File: config.mk
export PLATFORM = sky130hd
export DESIGN_NAME = rggen_bit_field_access_initiator_flat
export DESIGN_NICKNAME = d
export VERILOG_FILES = /design/src/rtl/rggen_bit_field_access_initiator_if.sv /design/src/rtl/rggen_bit_field_access_initiator.sv /design/src/flat_wrapper.sv
export SDC_FILE = /design/constraint.sdc
export NUM_CORES = 1
export LEC_CHECK = 0
export ABC_CLOCK_PERIOD_IN_PS = 3060
export CAP_MARGIN = 20
export CORE_MARGIN = 2
export CORE_UTILIZATION = 40
export DETAILED_ROUTE_END_ITERATION = 6
export GPL_ROUTABILITY_DRIVEN = 0
export PLACE_DENSITY = 0.88
export SETUP_SLACK_MARGIN = 0.4
export SLEW_MARGIN = 15
export SYNTH_ARGS = -nofsm -noshare
export SYNTH_HDL_FRONTEND = slang
export SYNTH_SLANG_ARGS = --single-unit
File: constraint.sdc
create_clock -name i_clk -period 3.06 [get_ports i_clk]
set_input_delay 0.306 -clock i_clk [delete_from_list [all_inputs] [get_ports i_clk]]
set_output_delay 0.306 -clock i_clk [all_outputs]
set_load 0.005 [all_outputs]
File: src/rtl/rggen_bit_field_access_initiator_if.sv
// Host-side request/response handshake of the bit-field access initiator.
// The host drives the master modport; the initiator sits on the slave modport.
interface rggen_bit_field_access_initiator_if #(
  parameter int WIDTH = 32
);

  logic             req_valid;
  logic             req_ready;
  logic             req_write;
  logic [WIDTH-1:0] req_mask;
  logic [WIDTH-1:0] req_data;
  logic             rsp_valid;
  logic             rsp_ready;
  logic [WIDTH-1:0] rsp_data;
  logic             rsp_error;

  modport master (
    output req_valid,
    output req_write,
    output req_mask,
    output req_data,
    output rsp_ready,
    input  req_ready,
    input  rsp_valid,
    input  rsp_data,
    input  rsp_error
  );

  modport slave (
    input  req_valid,
    input  req_write,
    input  req_mask,
    input  req_data,
    input  rsp_ready,
    output req_ready,
    output rsp_valid,
    output rsp_data,
    output rsp_error
  );

endinterface

File: src/rtl/rggen_bit_field_access_initiator.sv
// Initiator side of the bit-field access protocol. Turns one host request
// into a single-cycle bit-field access (valid/read_mask/write_mask/write_data)
// and returns the captured read data and an error flag for accesses the
// field does not support. One transaction is outstanding at a time:
// IDLE -> ACCESS -> RESPONSE -> IDLE, or IDLE -> RESPONSE when rejected.
module rggen_bit_field_access_initiator #(
  parameter int WIDTH    = 32,
  parameter bit READABLE = 1'b1,
  parameter bit WRITABLE = 1'b1
) (
  input  logic                 i_clk,
  input  logic                 i_rst_n,
  rggen_bit_field_access_initiator_if.slave host_if,
  output logic                 o_bf_valid,
  output logic [WIDTH-1:0]     o_bf_read_mask,
  output logic [WIDTH-1:0]     o_bf_write_mask,
  output logic [WIDTH-1:0]     o_bf_write_data,
  input  logic [WIDTH-1:0]     i_bf_read_data
);

  typedef enum logic [1:0] {
    IDLE     = 2'd0,
    ACCESS   = 2'd1,
    RESPONSE = 2'd2
  } state_e;

  state_e           state;
  state_e           state_next;

  logic             req_legal;
  logic             write_q;
  logic             bf_valid_q;
  logic [WIDTH-1:0] bf_read_mask_q;
  logic [WIDTH-1:0] bf_write_mask_q;
  logic [WIDTH-1:0] bf_write_data_q;
  logic [WIDTH-1:0] rsp_data_q;
  logic             rsp_error_q;

  // A request is legal when the field supports the requested direction.
  assign req_legal = host_if.req_write ? WRITABLE : READABLE;

  // State register; async reset drops any transaction in flight.
  // NOTE: sequential state is updated with <= so every flop samples the
  // pre-edge values of the others, regardless of statement order.
  always_ff @(posedge i_clk or negedge i_rst_n) begin
    if (!i_rst_n) begin
      state <= IDLE;
    end else begin
      state <= state_next;
    end
  end

  // Next-state decode.
  // NOTE: state_next is defaulted before the case so no path leaves it
  // unassigned, which would otherwise infer a latch.
  always_comb begin
    state_next = state;
    case (state)
      IDLE: begin
        if (host_if.req_valid) begin
          state_next = req_legal ? ACCESS : RESPONSE;
        end
      end
      ACCESS: begin
        state_next = RESPONSE;
      end
      RESPONSE: begin
        if (host_if.rsp_ready) begin
          state_next = IDLE;
        end
      end
      default: begin
        state_next = IDLE;
      end
    endcase
  end

  // Request latch, registered bit-field strobes and response capture.
  // The o_bf_* registers are loaded on acceptance so they are high for
  // exactly the ACCESS cycle and cleared on the edge that leaves it.
  // NOTE: every flop here is cleared by the async reset so that o_bf_valid
  // drops immediately and no stale response survives a mid-operation reset.
  always_ff @(posedge i_clk or negedge i_rst_n) begin
    if (!i_rst_n) begin
      write_q         <= 1'b0;
      bf_valid_q      <= 1'b0;
      bf_read_mask_q  <= '0;
      bf_write_mask_q <= '0;
      bf_write_data_q <= '0;
      rsp_data_q      <= '0;
      rsp_error_q     <= 1'b0;
    end else begin
      case (state)
        IDLE: begin
          if (host_if.req_valid) begin
            write_q     <= host_if.req_write;
            rsp_data_q  <= '0;
            rsp_error_q <= !req_legal;
            if (req_legal) begin
              bf_valid_q      <= 1'b1;
              bf_read_mask_q  <= host_if.req_write ? '0 : '1;
              bf_write_mask_q <= host_if.req_write ? host_if.req_mask : '0;
              bf_write_data_q <= host_if.req_data;
            end
          end
        end
        ACCESS: begin
          bf_valid_q      <= 1'b0;
          bf_read_mask_q  <= '0;
          bf_write_mask_q <= '0;
          bf_write_data_q <= '0;
          // Sampled on the access edge itself, so read-clear fields report
          // the value they held before clearing.
          if (!write_q) begin
            rsp_data_q <= i_bf_read_data;
          end
        end
        RESPONSE: begin
          if (host_if.rsp_ready) begin
            rsp_data_q  <= '0;
            rsp_error_q <= 1'b0;
          end
        end
        default: begin
          bf_valid_q <= 1'b0;
        end
      endcase
    end
  end

  assign host_if.req_ready = (state == IDLE);
  assign host_if.rsp_valid = (state == RESPONSE);
  assign host_if.rsp_data  = rsp_data_q;
  assign host_if.rsp_error = rsp_error_q;

  assign o_bf_valid      = bf_valid_q;
  assign o_bf_read_mask  = bf_read_mask_q;
  assign o_bf_write_mask = bf_write_mask_q;
  assign o_bf_write_data = bf_write_data_q;

endmodule

File: src/flat_wrapper.sv
// flat-port wrapper written by rule: the top's interface ports become plain ports
module rggen_bit_field_access_initiator_flat 
#(
  parameter int WIDTH    = 32,
  parameter bit READABLE = 1'b1,
  parameter bit WRITABLE = 1'b1
)
  (i_clk, i_rst_n, o_bf_valid, o_bf_read_mask, o_bf_write_mask, o_bf_write_data, i_bf_read_data, host_if_req_valid, host_if_req_write, host_if_req_mask, host_if_req_data, host_if_rsp_ready, host_if_req_ready, host_if_rsp_valid, host_if_rsp_data, host_if_rsp_error);
  rggen_bit_field_access_initiator_if #(.WIDTH(WIDTH)) host_if_i ();
  input  logic i_clk;
  input  logic i_rst_n;
  output logic o_bf_valid;
  output logic [WIDTH-1:0] o_bf_read_mask;
  output logic [WIDTH-1:0] o_bf_write_mask;
  output logic [WIDTH-1:0] o_bf_write_data;
  input  logic [WIDTH-1:0] i_bf_read_data;
  input wire logic [$bits(host_if_i.req_valid)-1:0] host_if_req_valid;
  input wire logic [$bits(host_if_i.req_write)-1:0] host_if_req_write;
  input wire logic [$bits(host_if_i.req_mask)-1:0] host_if_req_mask;
  input wire logic [$bits(host_if_i.req_data)-1:0] host_if_req_data;
  input wire logic [$bits(host_if_i.rsp_ready)-1:0] host_if_rsp_ready;
  output wire logic [$bits(host_if_i.req_ready)-1:0] host_if_req_ready;
  output wire logic [$bits(host_if_i.rsp_valid)-1:0] host_if_rsp_valid;
  output wire logic [$bits(host_if_i.rsp_data)-1:0] host_if_rsp_data;
  output wire logic [$bits(host_if_i.rsp_error)-1:0] host_if_rsp_error;
  assign host_if_i.req_valid = host_if_req_valid;
  assign host_if_i.req_write = host_if_req_write;
  assign host_if_i.req_mask = host_if_req_mask;
  assign host_if_i.req_data = host_if_req_data;
  assign host_if_i.rsp_ready = host_if_rsp_ready;
  assign host_if_req_ready = host_if_i.req_ready;
  assign host_if_rsp_valid = host_if_i.rsp_valid;
  assign host_if_rsp_data = host_if_i.rsp_data;
  assign host_if_rsp_error = host_if_i.rsp_error;
  rggen_bit_field_access_initiator #(.WIDTH(WIDTH), .READABLE(READABLE), .WRITABLE(WRITABLE)) u_core (.i_clk(i_clk), .i_rst_n(i_rst_n), .host_if(host_if_i), .o_bf_valid(o_bf_valid), .o_bf_read_mask(o_bf_read_mask), .o_bf_write_mask(o_bf_write_mask), .o_bf_write_data(o_bf_write_data), .i_bf_read_data(i_bf_read_data));
endmodule
### Yosys cells after proc, flatten, opt, wreduce, memory -nomap -nowiden

Cells that the tools add are included.

| word-level totals | value |
|---|---|
| input port bits | 101 |
| logic and storage cells | 44 |
| output and inout bits | 132 |
| bits in registers | 133 |

| cells by class | value |
|---|---|
| bitwise gates (word level) | 1 |
| reduce and logical (&&, ||, !) cells | 10 |
| mux-type cells | 20 |
| eq/ne operators | 5 |

Operators by type and width:

| kind | number |
|---|---|
| $mux 32 | 8 |
| $pmux 32 s2 | 3 |
| $pmux 32 s3 | 1 |
| $reduce_and 2->1 | 4 |
| $ne 2x2->1 const B | 3 |
| $pmux 2 s3 | 1 |
| $mux 2 | 2 |
| $pmux 1 s2 | 2 |
| $reduce_and 4->1 | 1 |
| $reduce_bool 2->1 | 2 |
| $mux 1 | 3 |
| $reduce_and 3->1 | 1 |
| $reduce_bool 3->1 | 1 |
| $eq 2x1->1 const B | 1 |
| $eq 2x2->1 const B | 1 |
| $logic_not 2->1 | 1 |
| $not 1->1 | 1 |

### Longest topological paths before layout

| logic depth | value |
|---|---|
| depth in word-level cells | 3 |
| gate-level depth with buffers | 7 |
| depth with buffers taken out | 5 |

### Worst setup path before layout

Ideal clock, no wire load.

| timing path | value |
|---|---|
| path kind | register to output |
| from | register, netlist name u_core.o_bf_read_mask[30] |
| to | output port o_bf_read_mask[10] |
| required time | 2.754 ns |
| path slack | 1.731 ns |
| arrival time | 1.023 ns |
| path buffers | 1 |
| stages on the path, launching flop included | 2 |
| cell sequence | dfrtp_1 buf_4 |

RTL lines:

| item | RTL line | RTL |
|---|---|---|
| end: declaration | flat_wrapper.sv:13 | `output logic [WIDTH-1:0] o_bf_read_mask;` |

==> metrics.md <==
| Metric | Value |
|---|---|
| Fin crit share | `72.1%` |
| Area of the die | `10400 sq um` |
| Fin crit period | `2.21 ns` |
| Core area | `9280 sq um` |
| Clk buf depth | `2` |
| Syn Nets | `370` |
| Vias in the first global route | `3050` |
| Worst path max stage delay | `0.90 ns` |
| Worst path slowest cell | `dfrtp_1` |
| Initial Utilization | `41.4%` |
| GRT overflow | `0` |
| Post-Syn Area | `3850 sq um` |
| Reg2reg path depth | `3` |
| Setup TNS | `0 ns` |
| Gate Count Post-Synth | `269` |
| Port bufs | `231` |
| Initial antenna violation count | `0` |
| Place WS | `0.839 ns` |
| HPWL after detailed placement | `7.62 mm` |
| Final worst slack | `0.853 ns` |
| Ratio of cells with drive above 1 in the final layout | `6.37%` |
| IO Count | `233` |
| Sequential area share after synthesis | `65.7%` |
| Min-delay src | `u_core.o_bf_write_data[2]` |
| Clock-pin slew on the worst setup and hold paths | `0.08 ns` |
| Synth cell types | `21` |
| Critical path, cell by cell | `clkdlybuf4s50_1` |
| WL per Instance | `17.7 microns` |
| Most common cell in the netlist | `dfrtp_1` |
| Largest net degree at the start of global routing | `51` |
| Vias per cell | `5.02` |
| Endpoints failing setup | `0` |
| CP top delay family | `flip-flops` |
| H-tree depth | `3` |
| CTS tree | `yes` |
| Relative slew slack | `43.4%` |
| DRT iter0 DRCs | `66` |
| Die width | `102 microns` |
| F_max | `453 MHz` |
| Avg Synthesized Cell Area | `14.3 sq um` |
| HP Class | `reg2reg` |
| Root buffer cell | `clkbuf_8` |
| Ant. Diodes | `0` |
| Critical Setup Path Class | `reg2out` |
| Remaining antenna violation count after routing | `0` |
| Residual DRC count | `0` |
| Routed vias | `3012` |
| Peak VDD IR | `356 uV` |
| Site Rows | `35` |
| First-pass GRT wire length | `15.6 mm` |
| Power Density | `915 nW/um^2` |
| TritonCTS buffer count | `9` |
| P&R area growth vs syn | `61.8%` |
| Top_reg_cell synth | `dfrtp_1` |
| CTS resizes | `0` |
| Worst Hold Depth | `1` |
| DR pass1 iterations | `4` |
| CP Depth | `1` |
| Worst hold margin | `0.503 ns` |
| Share of the synthesized area in the top cell type | `65.7%` |
| Status | `finished clean` |
| CP required | `2.75 ns` |
| Slew Limit Fails | `0` |
| R2r startpoint | `u_core.state[0]` |
| Die height | `102 microns` |
| Worst-Margin Slew | `0.849 ns` |
| Clk Latency, worst-skew pair | `0.35 ns` |
| Synth area leader | `dfrtp_1` |
| Crit. Startpoint | `u_core.o_bf_read_mask[30]` |
| Post-synth ARST share | `100%` |
| CTS sink cnt | `101` |
| Static Leakage | `2.75 nW` |
| Post-layout util | `67.0%` |
| Hold Violations, Final | `0` |
| Crit path DAT | `1.90 ns` |
| Yosys Warn Count | `0` |
| Clock Skew | `0.0115 ns` |
| Final WL | `10.6 mm` |
| Total GRT Usage | `19.5%` |
| CP Launch Type | `register` |
| Max FO, Critical Path | `33` |
| Critical path endpoint category | `output pin` |
| Most frequent cells after synthesis | `101 x dfrtp_1, 96 x a22o_1, 33 x buf_4` |
| Post-synth EDFFs | `0` |
| Synth top area cells | `dfrtp_1 66%, a22o_1 22%, buf_4 6.4%` |
| Final net count | `567` |
| # Post-CTS Setup Buffers | `0` |
| Bufs and invs on worst path | `1` |
| #FFs+latches synth | `101` |
| Max-cap viol count | `0` |
| RSZ-0062 raised after global routing | `no` |
==> cell families after synthesis <==
| family | share of synthesized area (%) |
|---|---|
| buffers and inverters | 9.79 |
| AO/OA/AOI/OAI | 22.9 |
| AND/OR/NAND/NOR | 1.53 |
| flip-flops | 65.7 |
| other | 0.0975 |
==> layout make-up <==
cell class	count	area, sq um
Multi-Input combinational cell	113	957
Tap cell	129	161
Clock buffer	10	138
Sequential cell	101	2530
Inverter	3	11.3
Clock inverter	6	62.6
Timing Repair Buffer	238	2360
Fill cell	702	3060
==> sequential cells by signal (all words and copies together) (netlist names) <==
register                 count
u_core.host_if.rsp_data     32
u_core.o_bf_read_mask        1
u_core.o_bf_valid            1
u_core.state                 2
u_core.o_bf_write_mask      32
u_core.o_bf_write_data      32
u_core.write_q               1
==> placed cells by master, fill, tap and decap left out, types with 2 or more instances in the layout <==
cell             count
nand2b_1             2
clkinv_4             2
o21ai_0              3
a22o_1              96
clkbuf_8            10
dfrtp_1            101
inv_1                2
clkinv_2             3
clkdlybuf4s50_1    230
buf_4                7
nor2_2               2
==> power by group <==
group,leakage [nW],internal (mW),switching (mW)
logic,1.31,1.71,0.900
clock network,0.106,0.400,0.440
registers,1.33,1.86,0.382
==> through the flow <==
step / cells / instance area [sq um] / power (mW)
after detailed placement: 583 / 6010 / 4.90
after global placement: 583 / 6010 / 4.80
after CTS: 600 / 6220 / 5.76
final: 600 / 6220 / 5.69
after floorplan: 269 / 3850 / 3.34
after global routing: 600 / 6220 / 6.04
==> metal layers <==
metal	GRT usage, %	vias to the layer above	routed length [microns]
met1	23.0	1465	4150
met3	4.17	30	726
li1	-	1356	-
met2	34.1	161	5390
met4	9.33	0	341
met5	0	-	0
==> path summary, 6_finish.rpt <==
path                                         endpoint  slack [ns]
hold / removal              u_core.o_bf_write_data[2]        0.50
min in group asynchronous  u_core.o_bf_write_data[21]        0.53
hold reg to reg             u_core.o_bf_write_data[2]        0.50
setup reg to reg            u_core.o_bf_write_data[3]        1.21
setup / recovery                    o_bf_read_mask[8]        0.85
max in group asynchronous   u_core.o_bf_write_data[1]        1.70
==> repair_timing <==
item / CTS / global route
endpoints found under the setup margin: 0 / 0
endpoints found under the hold margin: 33 / 0
hold buffers: 1 / 0
Note: power is estimated with default switching activity, not from simulation.
